### config.mk
export PLATFORM = sky130hd
export DESIGN_NAME = cp0_ctrl_n
export DESIGN_NICKNAME = d
export VERILOG_FILES = /design/src/rtl/cp0_ctrl_n_pkg.sv /design/src/rtl/cp0_timer.sv /design/src/rtl/cp0_ctrl_n.sv
export SDC_FILE = /design/constraint.sdc
export NUM_CORES = 1
export LEC_CHECK = 0
export ABC_AREA = 0
export CAP_MARGIN = 20
export CORE_UTILIZATION = 30
export CTS_CLUSTER_DIAMETER = 80
export DETAILED_ROUTE_END_ITERATION = 10
export SLEW_MARGIN = 20
export SYNTH_ARGS = -nofsm -noshare
export SYNTH_HDL_FRONTEND = slang
export SYNTH_HIERARCHICAL = 1
export SYNTH_SLANG_ARGS = --single-unit
export TNS_END_PERCENT = 30
### constraint.sdc
create_clock -name clk -period 6.6 [get_ports clk]
set_input_delay 0.99 -clock clk [delete_from_list [all_inputs] [get_ports clk]]
set_output_delay 0.99 -clock clk [all_outputs]
set_load 0.01 [all_outputs]
### src/rtl/cp0_ctrl_n_pkg.sv
// CP0 shared definitions: register numbers, exception codes,
// SR/Cause bit positions and an alignment helper.
package cp0_ctrl_n_pkg;

  localparam logic [4:0] CP0_COUNT   = 5'd9;
  localparam logic [4:0] CP0_COMPARE = 5'd11;
  localparam logic [4:0] CP0_SR      = 5'd12;
  localparam logic [4:0] CP0_CAUSE   = 5'd13;
  localparam logic [4:0] CP0_EPC     = 5'd14;
  localparam logic [4:0] CP0_PRID    = 5'd15;

  localparam logic [4:0] EXC_INT  = 5'd0;
  localparam logic [4:0] EXC_ADEL = 5'd4;
  localparam logic [4:0] EXC_ADES = 5'd5;
  localparam logic [4:0] EXC_RI   = 5'd10;
  localparam logic [4:0] EXC_OV   = 5'd12;

  localparam int SR_IE    = 0;
  localparam int SR_EXL   = 1;
  localparam int CAUSE_TI = 30;
  localparam int CAUSE_BD = 31;

  function automatic logic [31:0] word_align(
    input logic [31:0] a
  );
    return {a[31:2], 2'b00};
  endfunction

endpackage

### src/rtl/cp0_timer.sv
// CP0 Count/Compare timer: free-running Count, Compare match
// raises a sticky pending flag cleared by a Compare write.
module cp0_timer (
  input  logic        clk,
  input  logic        reset,
  input  logic        wr_count,
  input  logic        wr_compare,
  input  logic [31:0] wd,
  output logic [31:0] count,
  output logic [31:0] compare,
  output logic        pending
);

  logic hit;

  assign hit = (count == compare) && (compare != '0);

  always_ff @(posedge clk) begin
    if (!reset) begin
      count   <= '0;
      compare <= '0;
      pending <= 1'b0;
    end else begin
      count <= wr_count ? wd : count + 32'd1;
      if (wr_compare) begin
        compare <= wd;
        pending <= 1'b0;
      end else if (hit) begin
        pending <= 1'b1;
      end
    end
  end

endmodule

### src/rtl/cp0_ctrl_n.sv
// Coprocessor 0 for the M stage: SR/Cause/EPC/PRId, interrupt
// and exception entry, eret EPC supply with mtc0 bypass.
module cp0_ctrl_n
  import cp0_ctrl_n_pkg::*;
#(
  parameter int          NUM_HW_INT   = 6,
  parameter int          TIMER_EN     = 1,
  parameter int          TIMER_IP_BIT = 7,
  parameter logic [31:0] PRID         = 32'h0C0FFEE
) (
  input  logic                  clk,
  input  logic                  reset,
  input  logic [4:0]            A,
  input  logic [31:0]           WD,
  input  logic                  WE,
  output logic [31:0]           RD,
  input  logic [4:0]            exc_code,
  input  logic [NUM_HW_INT-1:0] HW_int,
  input  logic [31:0]           PC,
  input  logic                  BD,
  input  logic                  EXL_clr,
  output logic [31:0]           EPC_RD,
  output logic                  int_exc_req,
  output logic                  exl,
  output logic                  timer_irq
);

  logic [7:0]  im;
  logic        ie;
  logic        exl_q;
  logic        bd_q;
  logic [7:0]  ip;
  logic [7:0]  ip_next;
  logic [4:0]  exc_q;
  logic [31:0] epc_q;
  logic [31:0] count;
  logic [31:0] compare;
  logic        pending;
  logic        int_req;
  logic        exc_req;
  logic        wr;
  logic        wr_count;
  logic        wr_compare;
  logic [31:0] sr_rd;
  logic [31:0] cause_rd;

  assign wr         = WE & ~int_exc_req;
  assign wr_count   = wr & (A == CP0_COUNT);
  assign wr_compare = wr & (A == CP0_COMPARE);

  generate
    if (TIMER_EN != 0) begin : g_timer
      cp0_timer u_timer (
        .clk        (clk),
        .reset      (reset),
        .wr_count   (wr_count),
        .wr_compare (wr_compare),
        .wd         (WD),
        .count      (count),
        .compare    (compare),
        .pending    (pending)
      );
    end else begin : g_no_timer
      logic unused_tmr;
      assign unused_tmr = wr_count ^ wr_compare;
      assign count      = '0;
      assign compare    = '0;
      assign pending    = 1'b0;
    end
  endgenerate

  always_comb begin
    ip_next = '0;
    ip_next[NUM_HW_INT-1:0] = HW_int;
    if (TIMER_EN != 0) ip_next[TIMER_IP_BIT] = pending;
  end

  assign int_req     = ie & ~exl_q & |(ip_next & im);
  assign exc_req     = (exc_code != '0) & ~exl_q;
  assign int_exc_req = int_req | exc_req;

  always_ff @(posedge clk) begin
    if (!reset) begin
      im    <= '0;
      ie    <= 1'b0;
      exl_q <= 1'b0;
      bd_q  <= 1'b0;
      ip    <= '0;
      exc_q <= '0;
      epc_q <= '0;
    end else begin
      ip <= ip_next;
      if (int_exc_req) begin
        exl_q <= 1'b1;
        bd_q  <= BD;
        epc_q <= word_align(BD ? PC - 32'd4 : PC);
        exc_q <= int_req ? EXC_INT : exc_code;
      end else begin
        if (EXL_clr) exl_q <= 1'b0;
        // an mtc0 SR in the eret cycle overrides the clear
        if (wr && A == CP0_SR) begin
          im    <= WD[15:8];
          exl_q <= WD[SR_EXL];
          ie    <= WD[SR_IE];
        end
        if (wr && A == CP0_EPC) epc_q <= word_align(WD);
      end
    end
  end

  always_comb begin
    sr_rd           = '0;
    sr_rd[15:8]     = im;
    sr_rd[SR_EXL]   = exl_q;
    sr_rd[SR_IE]    = ie;
    cause_rd           = '0;
    cause_rd[CAUSE_BD] = bd_q;
    cause_rd[CAUSE_TI] = pending;
    cause_rd[15:8]     = ip;
    cause_rd[6:2]      = exc_q;
  end

  always_comb begin
    RD = '0;
    case (A)
      CP0_COUNT:   RD = count;
      CP0_COMPARE: RD = compare;
      CP0_SR:      RD = sr_rd;
      CP0_CAUSE:   RD = cause_rd;
      CP0_EPC:     RD = epc_q;
      CP0_PRID:    RD = PRID;
      default:     RD = '0;
    endcase
  end

  assign EPC_RD    = (WE && A == CP0_EPC) ? word_align(WD) : epc_q;
  assign exl       = exl_q;
  assign timer_irq = pending;

endmodule
==> impl_metrics.toml <==
[global_routing]
grt_pass1_vias = 6891
grt_pass1_wl_mm = 41.0
grt_usage_pct = 20.9
antenna_found_initial = 0
grt.overflow.total = 0
grt_max_degree = 54

[sta]
whs_ns = 0.472
rsz0062_at_grt = "no"
fin_skew_ns = 0.00727
timing.final.crit_share_pct = 78.3
setup_ws_ns = 1.43
relSlewSlack_pct = 26.2
timing.fmax_mhz = 193
hold_viol_final = 0
tns_ns = 0
period_needed_ns = 5.17
finalSetupViolCount = 0
worstMarginPinSlew_ns = 1.11
final_max_slew_viol_count = 0

[floorplan]
fp.dieW_um = 159
die_h_um = 159
dieArea_mm2 = 0.0254
coreArea_mm2 = 0.0242
rows = 57
pin_count = 152
start_util_pct = 30.6

[setup_path]
required_ns = 5.61
arrival_ns = 4.18
worstPathMaxFanout = 22
worstSetupEndpointType = "primary output"
critPathLaunchType = "input pin"
regToRegSetupSlack_ns = 3.00
worstSetupPathType = "in -> out"

[detailed_routing]
ant_nets = 0
viasPerCell = 5.69
drtPass1Iterations = 5
vias = 7392
routed_wl_mm = 27.0
post_drt_wl_per_cell_um = 20.7
drtIter0Drc = 782
drcViolationCount = 0

[pwr]
combPwrFrac_pct = 15.1
p_total_mw = 1.93
pwr-share-clk_pct = 45.2
switching_share_pct = 25.7
irDropWorstVdd_v = 0.000138
p_sw_mw = 0.497
p_leak_nw = 3.42
p_seq_share_pct = 39.7
p_per_area_mw_per_mm2 = 202
internal-power_mw = 1.43

[layout]
nNetsFinal = 1052
final_util_pct = 39.4
drive_gt1_share_pct = 7.27
antennaDiodeCount = 0
mostFrequentLayoutCells = "146 x clkdlybuf4s50_1, 118 x dfxtp_1, 53 x o21ai_0"
layoutNonFillerInstCount = 1300
area_growth_pct = 28.7
final_common_cell = "clkdlybuf4s50_1"
design_area_mm2 = 0.00955

[cts]
path_clk_slew_ns = 0.06
cts_resized = 0
cts_tree = "yes"
root_buffer = "clkbuf_16"
htree_levels = 4
cts_sinks = 118
cts_setup_buffers = 0
clock_path_buffers = 2
hold_buffers = 0
cts_buffers = 17
worstSkewPairLatency_ns = 0.42

[synthesis]
ys_warn_count = 6
syn_inst = 860
synth_edf_count = 0
ys_ff_latch = 118
yosys.area.top_type = "dfxtp_1"
synth.distinct_cells = 75
ys_async_sr_fraction_pct = 0
synth_area_leaders = "dfxtp_1 32%, mux2i_1 5.1%, xnor2_1 4.1%"
syn_area_per_cell_um2 = 8.62
ys_seq_area_share_pct = 31.8
synth_top_area_share_pct = 31.8
ys.flop_type = "dfxtp_1"
netlist_area_mm2 = 0.00742

[place]
hpwl_mm = 20.1
dpl_worst_slack_ns = 1.44
port_buffers = 147
dpl-instance-area_mm2 = 0.00900
place.gp.congestion = 0.910
placedCellCount = 1270

[hold_path]
min_path_type = "reg -> reg"

[outcome]
status = "finished clean"

[run]
max-cap-violations = 0
==> synth_stat cells, types with 5 or more instances <==
master,n
o211a_1,11
o31ai_1,29
nand3_1,22
a211oi_1,5
and2_1,16
clkbuf_8,6
o31a_1,10
nor2b_1,33
xor2_1,32
a222oi_1,18
buf_2,6
nor3_1,13
mux2_2,6
nor4_1,29
or3_1,7
mux2i_1,38
nand4_1,37
dfxtp_1,118
or4_1,8
buf_6,5
nand2_1,42
o2111ai_1,16
a21oi_1,31
and3_1,6
nor2_1,16
o211ai_1,6
a22oi_1,26
and4_1,5
o311a_1,16
xnor2_1,35
clkbuf_1,49
o21ai_0,53
inv_1,38
==> logic make-up after synthesis <==
| logic type | synth area share, % |
|---|---|
| adders and majority gates | 0.337 |
| DFF | 31.8 |
| and+or+nand+nor | 21.8 |
| AOI/OAI and AO/OA | 24.3 |
| other | 0.0506 |
| buffers and inverters | 7.29 |
| muxes | 6.49 |
| xor gates and xnor gates | 7.91 |
==> sequential cells by signal (all words and copies together) (netlist names) <==
signal                   cells
g_timer.u_timer/pending      1
g_timer.u_timer/count       32
epc_q                       30
exc_q                        5
bd_q                         1
g_timer.u_timer/compare     32
ie                           1
im                           8
ip                           7
exl                          1
==> power by group through the flow <==
stage               logic [mW]  registers, mW  clock network [mW]
global route             0.313          0.769               0.908
detailed placement       0.289          0.781                   0
global placement         0.289          0.781                   0
floorplan                0.141          0.768                   0
CTS                      0.291          0.766               0.878
finish                   0.292          0.767               0.872
==> metal layers <==
| metal | part of all wire, % | global-route usage (%) |
|---|---|---|
| met5 | 0 | 0 |
| met2 | 45 | 32.1 |
| met3 | 6.6 | 4.09 |
| met1 | 46 | 29.4 |
| met4 | 2.1 | 6.51 |
==> final cells by class <==
type	count	area, um^2
fill	2473	14700
multi-input combinational	632	4550
sequential	118	2360
timing repair buffer	157	1540
clock buffer	26	499
tap	324	405
inverter	39	146
clock inverter	4	45.0
==> critical path, stage by stage <==
cell	delay [ns]
clkdlybuf4s50_1	0.61
or3b_2	0.72
nor2_2	0.57
buf_4	0.35
a222oi_1	0.14
nand3_1	0.22
clkdlybuf4s50_1	0.57
==> path summary, 6_finish.rpt <==
| check | from | end | cells past startpoint |
|---|---|---|---|
| max | A[2] | RD[14] | 7 |
| min | ie$_SDFFE_PN0P_ | ie$_SDFFE_PN0P_ | 2 |
| max reg2reg | g_timer.u_timer/pending$_SDFFE_PP0P_ | g_timer.u_timer/count[18]$_SDFF_PN0_ | 8 |
| min reg2reg | ie$_SDFFE_PN0P_ | ie$_SDFFE_PN0P_ | 2 |
Power figures use the tool's default switching activity.
